==> config.mk <==
export PLATFORM = sky130hd
export DESIGN_NAME = oric_tape_decoder
export DESIGN_NICKNAME = d
export VERILOG_FILES = /design/src/rtl/oric_tape_pkg.sv /design/src/rtl/oric_tape_fifo.sv /design/src/rtl/oric_tape_decoder.sv
export SDC_FILE = /design/constraint.sdc
export NUM_CORES = 1
export LEC_CHECK = 0
export BUFFER_PORTS_ARGS = -buffer_cell sky130_fd_sc_hd__buf_2
export CAP_MARGIN = 20
export CORE_MARGIN = 2
export CORE_UTILIZATION = 30
export DETAILED_ROUTE_END_ITERATION = 10
export GPL_TIMING_DRIVEN = 0
export MAX_ROUTING_LAYER = met4
export PLACE_DENSITY = 0.46
export SETUP_SLACK_MARGIN = 0.3
export SYNTH_ARGS = -nofsm -noshare
export SYNTH_HDL_FRONTEND = slang
export SYNTH_HIERARCHICAL = 1
export SYNTH_SLANG_ARGS = --single-unit
==> constraint.sdc <==
create_clock -name clk_sys -period 8.3 [get_ports clk_sys]
set_input_delay 1.245 -clock clk_sys [delete_from_list [all_inputs] [get_ports clk_sys]]
set_output_delay 1.245 -clock clk_sys [all_outputs]
set_load 0.02 [all_outputs]
==> src/rtl/oric_tape_pkg.sv <==
// Shared types and constants for the Oric cassette receive decoder.
package oric_tape_pkg;

  typedef enum logic [1:0] {IDLE, HUNT, LEAD, DATA} dec_state_t;
  typedef enum logic [1:0] {WAIT_START, BITS, PAR, STOP} frame_state_t;

  localparam logic [7:0] LEADER = 8'h16;
  localparam logic [7:0] SYNC   = 8'h24;
  localparam int         PER_W  = 13;

  function automatic int us_to_cycles(input int us, input int clk_hz);
    return us * (clk_hz / 1_000_000);
  endfunction

endpackage

==> src/rtl/oric_tape_fifo.sv <==
// Synchronous FIFO for decoded bytes; a full FIFO still accepts a push when a pop frees a slot.
module oric_tape_fifo #(
  parameter int DEPTH = 16,
  parameter int WIDTH = 9
) (
  input  logic             clk,
  input  logic             rst_n,
  input  logic             clr,
  input  logic             push,
  input  logic [WIDTH-1:0] push_data,
  input  logic             pop,
  output logic [WIDTH-1:0] head,
  output logic             empty,
  output logic             overflow
);
  localparam int AW = $clog2(DEPTH);

  logic [WIDTH-1:0] mem [DEPTH];
  logic [AW-1:0]    wr_ptr, rd_ptr;
  logic [AW:0]      count;
  logic             full, do_push, do_pop;

  assign empty   = (count == '0);
  assign full    = (count == (AW+1)'(DEPTH));
  assign do_pop  = pop && !empty;
  assign do_push = push && (!full || do_pop);
  assign head    = empty ? '0 : mem[rd_ptr];

  always_ff @(posedge clk or negedge rst_n) begin
    if (!rst_n) begin
      wr_ptr   <= '0;
      rd_ptr   <= '0;
      count    <= '0;
      overflow <= 1'b0;
    end else if (clr) begin
      wr_ptr   <= '0;
      rd_ptr   <= '0;
      count    <= '0;
      overflow <= 1'b0;
    end else begin
      if (do_push) wr_ptr <= wr_ptr + AW'(1);
      if (do_pop)  rd_ptr <= rd_ptr + AW'(1);
      count <= count + (AW+1)'(do_push) - (AW+1)'(do_pop);
      if (push && !do_push) overflow <= 1'b1;
    end
  end

  // Storage needs no reset: head is masked while empty.
  always_ff @(posedge clk) begin
    if (do_push && !clr) mem[wr_ptr] <= push_data;
  end

endmodule

==> src/rtl/oric_tape_decoder.sv <==
// Oric cassette decoder: period-measures tape_in, classifies bits, hunts leader/sync, frames payload bytes.
module oric_tape_decoder
  import oric_tape_pkg::*;
#(
  parameter int CLK_HZ      = 24_000_000,
  parameter int ONE_MAX_US  = 520,
  parameter int ZERO_MAX_US = 900,
  parameter int GAP_US      = 4000,
  parameter int SYNC_MIN    = 3,
  parameter int FIFO_DEPTH  = 16
) (
  input  logic       clk_sys,
  input  logic       reset_n,
  input  logic       enable,
  input  logic       tape_in,
  output logic       out_valid,
  input  logic       out_ready,
  output logic [7:0] out_data,
  output logic       out_perr,
  output logic       carrier,
  output logic       synced,
  output logic       overflow,
  input  logic       clr,
  output logic [3:0] debug_state
);
  localparam int PRESCALE = us_to_cycles(1, CLK_HZ);
  localparam int PW       = (PRESCALE > 1) ? $clog2(PRESCALE) : 1;
  localparam logic [PER_W-1:0] ONE_MAX_C  = PER_W'(ONE_MAX_US);
  localparam logic [PER_W-1:0] ZERO_MAX_C = PER_W'(ZERO_MAX_US);
  localparam logic [PER_W-1:0] GAP_C      = PER_W'(GAP_US);
  localparam logic [3:0]       SYNC_MIN_C = 4'(SYNC_MIN);
  // Three trailing ones, start 0, 0x16 LSB first, odd parity; newest bit at the MSB.
  localparam logic [12:0] LEADER_FRAME = {~^LEADER, LEADER, 1'b0, 3'b111};

  logic             sync1, sync2, dly, rise;
  logic [PW-1:0]    pre_cnt;
  logic             tick;
  logic [PER_W-1:0] per_cnt;
  logic             is_bit, bit_val, gap;

  dec_state_t   state, state_n;
  frame_state_t fr, fr_n;
  logic [11:0]  hunt_sr, hunt_sr_n;
  logic [12:0]  window;
  logic [7:0]   shift, shift_n;
  logic [2:0]   bit_idx, bit_idx_n;
  logic [3:0]   lead_cnt, lead_cnt_n;
  logic         armed, armed_n, seen_bit, seen_bit_n, carrier_n;
  logic         push;
  logic [8:0]   push_word, head;
  logic         empty;

  always_ff @(posedge clk_sys or negedge reset_n) begin
    if (!reset_n) begin
      sync1   <= 1'b0;
      sync2   <= 1'b0;
      dly     <= 1'b0;
      pre_cnt <= '0;
      per_cnt <= '0;
    end else begin
      sync1   <= tape_in;
      sync2   <= sync1;
      dly     <= sync2;
      pre_cnt <= tick ? '0 : pre_cnt + PW'(1);
      if (rise)                      per_cnt <= '0;
      else if (tick && per_cnt != '1) per_cnt <= per_cnt + PER_W'(1);
    end
  end

  assign rise    = sync2 & ~dly;
  assign tick    = (pre_cnt == PW'(PRESCALE - 1));
  assign is_bit  = (per_cnt < ZERO_MAX_C);
  assign bit_val = (per_cnt < ONE_MAX_C);
  assign gap     = armed && (per_cnt >= GAP_C);
  assign window  = {bit_val, hunt_sr};

  always_comb begin
    state_n    = state;
    fr_n       = fr;
    hunt_sr_n  = hunt_sr;
    shift_n    = shift;
    bit_idx_n  = bit_idx;
    lead_cnt_n = lead_cnt;
    armed_n    = armed;
    seen_bit_n = seen_bit;
    carrier_n  = carrier;
    push       = 1'b0;
    push_word  = {~^{shift, bit_val}, shift};
    if (!enable || clr || gap) begin
      state_n    = IDLE;
      fr_n       = WAIT_START;
      hunt_sr_n  = '0;
      lead_cnt_n = '0;
      armed_n    = 1'b0;
      seen_bit_n = 1'b0;
      carrier_n  = 1'b0;
    end else if (rise) begin
      // The first edge after IDLE has no preceding edge to measure against.
      armed_n = 1'b1;
      if (armed && !is_bit) begin
        if (state != IDLE) state_n = HUNT;
        fr_n       = WAIT_START;
        hunt_sr_n  = '0;
        lead_cnt_n = '0;
      end else if (armed) begin
        seen_bit_n = 1'b1;
        if (seen_bit) carrier_n = 1'b1;
        case (state)
          IDLE, HUNT: begin
            hunt_sr_n = window[12:1];
            state_n   = HUNT;
            if (window == LEADER_FRAME) begin
              state_n    = LEAD;
              lead_cnt_n = 4'd1;
              fr_n       = STOP;
            end
          end
          default: begin
            case (fr)
              WAIT_START: if (!bit_val) begin
                fr_n      = BITS;
                bit_idx_n = '0;
              end
              BITS: begin
                shift_n   = {bit_val, shift[7:1]};
                bit_idx_n = bit_idx + 3'd1;
                if (bit_idx == 3'd7) fr_n = PAR;
              end
              PAR: begin
                fr_n = STOP;
                if (state == DATA) begin
                  push = 1'b1;
                end else if (shift == LEADER) begin
                  if (lead_cnt != 4'd15) lead_cnt_n = lead_cnt + 4'd1;
                end else if (shift == SYNC && lead_cnt >= SYNC_MIN_C) begin
                  state_n = DATA;
                end else begin
                  state_n    = HUNT;
                  fr_n       = WAIT_START;
                  hunt_sr_n  = '0;
                  lead_cnt_n = '0;
                end
              end
              STOP: begin
                // A missing stop bit is tolerated: a 0 here starts the next byte.
                fr_n      = bit_val ? WAIT_START : BITS;
                bit_idx_n = '0;
              end
            endcase
          end
        endcase
      end
    end
  end

  always_ff @(posedge clk_sys or negedge reset_n) begin
    if (!reset_n) begin
      state    <= IDLE;
      fr       <= WAIT_START;
      hunt_sr  <= '0;
      shift    <= '0;
      bit_idx  <= '0;
      lead_cnt <= '0;
      armed    <= 1'b0;
      seen_bit <= 1'b0;
      carrier  <= 1'b0;
    end else begin
      state    <= state_n;
      fr       <= fr_n;
      hunt_sr  <= hunt_sr_n;
      shift    <= shift_n;
      bit_idx  <= bit_idx_n;
      lead_cnt <= lead_cnt_n;
      armed    <= armed_n;
      seen_bit <= seen_bit_n;
      carrier  <= carrier_n;
    end
  end

  assign synced      = (state == DATA);
  assign debug_state = {fr, state};

  oric_tape_fifo #(.DEPTH(FIFO_DEPTH), .WIDTH(9)) u_fifo (
    .clk      (clk_sys),
    .rst_n    (reset_n),
    .clr      (clr),
    .push     (push),
    .push_data(push_word),
    .pop      (out_ready),
    .head     (head),
    .empty    (empty),
    .overflow (overflow)
  );

  assign out_valid = !empty;
  assign out_perr  = head[8];
  assign out_data  = head[7:0];

endmodule
==> flow_summary_export.csv <==
group,metric,value,unit
cts,cts_buffers,24,
placement,portBuffers,22,
placement,finalWeightedCongestion,0.816,
routing,num_vias,5391,
hold_path,hold_class,"reg2reg",
floorplan,start_util,30.3,%
cts,cts_resized,0,
power,power,2.42,mW
sta,fin_crit_sh,54.2,%
cts,clock_latency,530,ps
routing,wl,20700,um
placement,dp.cells,1038,
synthesis,synth.area.mux_share,11.5,%
layout,area_delta_synth_final,14.3,%
synthesis,synth_xor_area_share,2.58,%
synthesis,syn_area,9510,sq um
worst_setup_path,path_cells,"buf_2 > nand2b_1 > a211oi_2 > and2b_1 > nand2_1 > nor3_1 > inv_1 > a211oi_2 > nand2_1 > nor3_1 > buf_4",
synthesis,synth_compound_area_share,8.44,%
worst_setup_path,cp-start-kind,"input pin",
cts,postCtsHoldBufs,0,
floorplan,die_w,182,um
global_route,antenna_found_initial,0,
power,p_leak,4.32,nW
floorplan,fp.coreArea,31400,sq um
cts,htree_levels,1,
routing,drtPass1Iterations,5,
routing,wl_per_cell,19.1,um
global_route,grt_pass1_wl,32700,um
synthesis,synth_top_family_by_area,"multiplexers",
sta,slew_headroom,34.7,%
routing,drt_iter0_markers,452,
synthesis,ys_ff_latch,213,
worst_setup_path,cp.required,8520,ps
global_route,grt_max_degree,70,
routing,drt-vias-per-instance,4.99,
worst_setup_path,cpMaxStageDelayCell,"nor3_1",
layout,drive_above_1_share,20.2,%
cts,cts_sinks,213,
sta,hold_viol,0,
global_route,grt_pass1_vias,5603,
sta,finClkSkew,22.6,ps
cts,cts.clk_slew.worst_paths,50,ps
run,maxCapViolCount,0,
synthesis,synth_top_cell_area_share,45.5,%
synthesis,synthesis.nets,634,
sta,slew_viol_final,0,
worst_setup_path,cp_slowest_stage_delay,780,ps
routing,antenna_left,0,
layout,n_antenna_cell,0,
synthesis,async_flop_share,32.4,%
worst_setup_path,worstPathArrival,4720,ps
floorplan,rows,65,
layout,fin_cells,1081,
sta,fmax,222,MHz
sta,rsz0062_at_grt,"false",
synthesis,yosys_most_used_dff,"edfxtp_1",
worst_setup_path,path_max_fanout,7,
worst_setup_path,endpoint_kind,"register",
cts,cts-root-buf,"clkbuf_16",
global_route,gr-usage-all-layers,13.1,%
layout,final_cell_mix,"edfxtp_1 (144), dfrtp_1 (69), nor2_1 (49), buf_2 (29), mux4_2 (26)",
power,ir_drop,0.000122,V
layout,fin_nets,684,
cts,cts_setup_buffers,0,
synthesis,synth_edf_count,144,
floorplan,dieArea,33100,sq um
sta,finalSetupViolCount,0,
synthesis,ys_types,77,
cts,clk_path_buf_depth,3,
routing,drc,0,
synthesis,synth_top_area_cell,"edfxtp_1",
sta,final.min_clock_period,4500,ps
floorplan,die-height,182,um
layout,mostFrequentLayoutCell,"edfxtp_1",
cts,cts_tree,"yes",
worst_setup_path,criticalPathCategory,"in2reg",
power,power_density,223,nW/um^2
synthesis,synthTopCellsByArea,"edfxtp_1 (45%), dfrtp_1 (18%), mux4_2 (6.2%)",
floorplan,io_pins,23,
synthesis,synth_fa_ha_area_share,2.18,%
synthesis,synth_warnings,6,
sta,tightest_slew,976,ps
synthesis,syn_area_per_cell,15.5,sq um
run_status,status,"finished, final reports clean",
placement,dpl.hpwl,13600,um
sta,tns,0,ps
synthesis,yosys.area_share.simple,9.08,%
synthesis,netlist_instances,612,
synthesis,ys_seq_area_share,63.6,%
global_route,grt_overflow,0,
==> logic make-up after synthesis <==
family / after synthesis
flip-flops: 213
AND/OR/NAND/NOR: 151
AO/OA/AOI/OAI: 99
multiplexers: 59
buffers and inverters: 46
XOR/XNOR: 28
adder cells (fa/ha/maj): 16
==> critical path: cells and delay by family <==
family,cells,cell delay [ps]
and+or+nand+nor,6,2200
buffers and inverters,3,650
AOI/OAI and AO/OA,2,620
==> report_power, final <==
| part | switching [mW] | internal (mW) |
|---|---|---|
| clock network | 0.412 | 0.541 |
| registers | 0.0182 | 1.14 |
| logic | 0.175 | 0.132 |
| total | 0.605 | 1.82 |
==> state kept, by name, indices dropped and copies added (netlist names), 2 cells and up <==
| register | count |
|---|---|
| u_fifo/mem | 144 |
| per_cnt | 13 |
| hunt_sr | 12 |
| shift | 8 |
| pre_cnt | 5 |
| u_fifo/count | 5 |
| lead_cnt | 4 |
| u_fifo/rd_ptr | 4 |
| u_fifo/wr_ptr | 4 |
| bit_idx | 3 |
| fr | 2 |
| state | 2 |
==> worst paths after layout <==
| kind | startpoint | end | slack [ps] | depth (start not counted) |
|---|---|---|---|---|
| setup reg to reg | per_cnt[12] | u_fifo/mem[0][4] | 4220 | 11 |
| hold reg to reg | sync1 | sync2 | 350 | 0 |
| min in group asynchronous | reset_n | hunt_sr[4] | 850 | 1 |
| hold / removal | sync1 | sync2 | 350 | 0 |
| setup / recovery | clr | u_fifo/mem[0][4] | 3800 | 11 |
| max in group asynchronous | reset_n | u_fifo/wr_ptr[1] | 6860 | 1 |
==> stage by stage <==
| stage | hold slack (ps) | utilization (%) | setup WS (ps) | area, sq um |
|---|---|---|---|---|
| after floorplan | 331 | - | 4410 | 9510 |
| after global placement | 350 | 32.2 | 2980 | 10100 |
| final | 353 | 34.6 | 3800 | 10900 |
| after detailed placement | 345 | 32.3 | 3290 | 10200 |
| after CTS | 357 | 34.6 | 3810 | 10900 |
| after global routing | 373 | 34.6 | 3590 | 10900 |
==> routing by layer <==
| metal | vias to the layer above | track usage (%) | part of all wire, % |
|---|---|---|---|
| met5 | - | - | 0 |
| met4 | 0 | 2.97 | 2.1 |
| met3 | 29 | 1.97 | 3.7 |
| met2 | 107 | 21.1 | 48 |
| met1 | 2763 | 17.7 | 47 |
| li1 | 2492 | - | - |
==> cell usage after synthesis, types with 8 or more instances <==
cell        n
a21oi_1    10
clkbuf_1    8
nor3_1     10
mux4_2     26
nand2_1    14
nor2b_1    13
o21ai_0     8
buf_2       8
dfrtp_1    69
xor2_1     16
xnor2_1    12
inv_1      18
nand3_1    12
a22o_1     15
nor2_1     49
mux2_2     10
ha_1       15
edfxtp_1  144
mux2i_1    13
mux4_1     10
a211oi_1   23
==> area by class of cell <==
class | count | area [sq um]
sequential | 213 | 6050
tap | 402 | 503
clock inverter | 12 | 72.6
clock buffer | 31 | 637
fill | 3024 | 20500
timing repair buffer | 24 | 128
inverter | 18 | 67.6
multi-input combinational | 353 | 3220
buffer | 28 | 180
(Power assumes the default switching activity.)
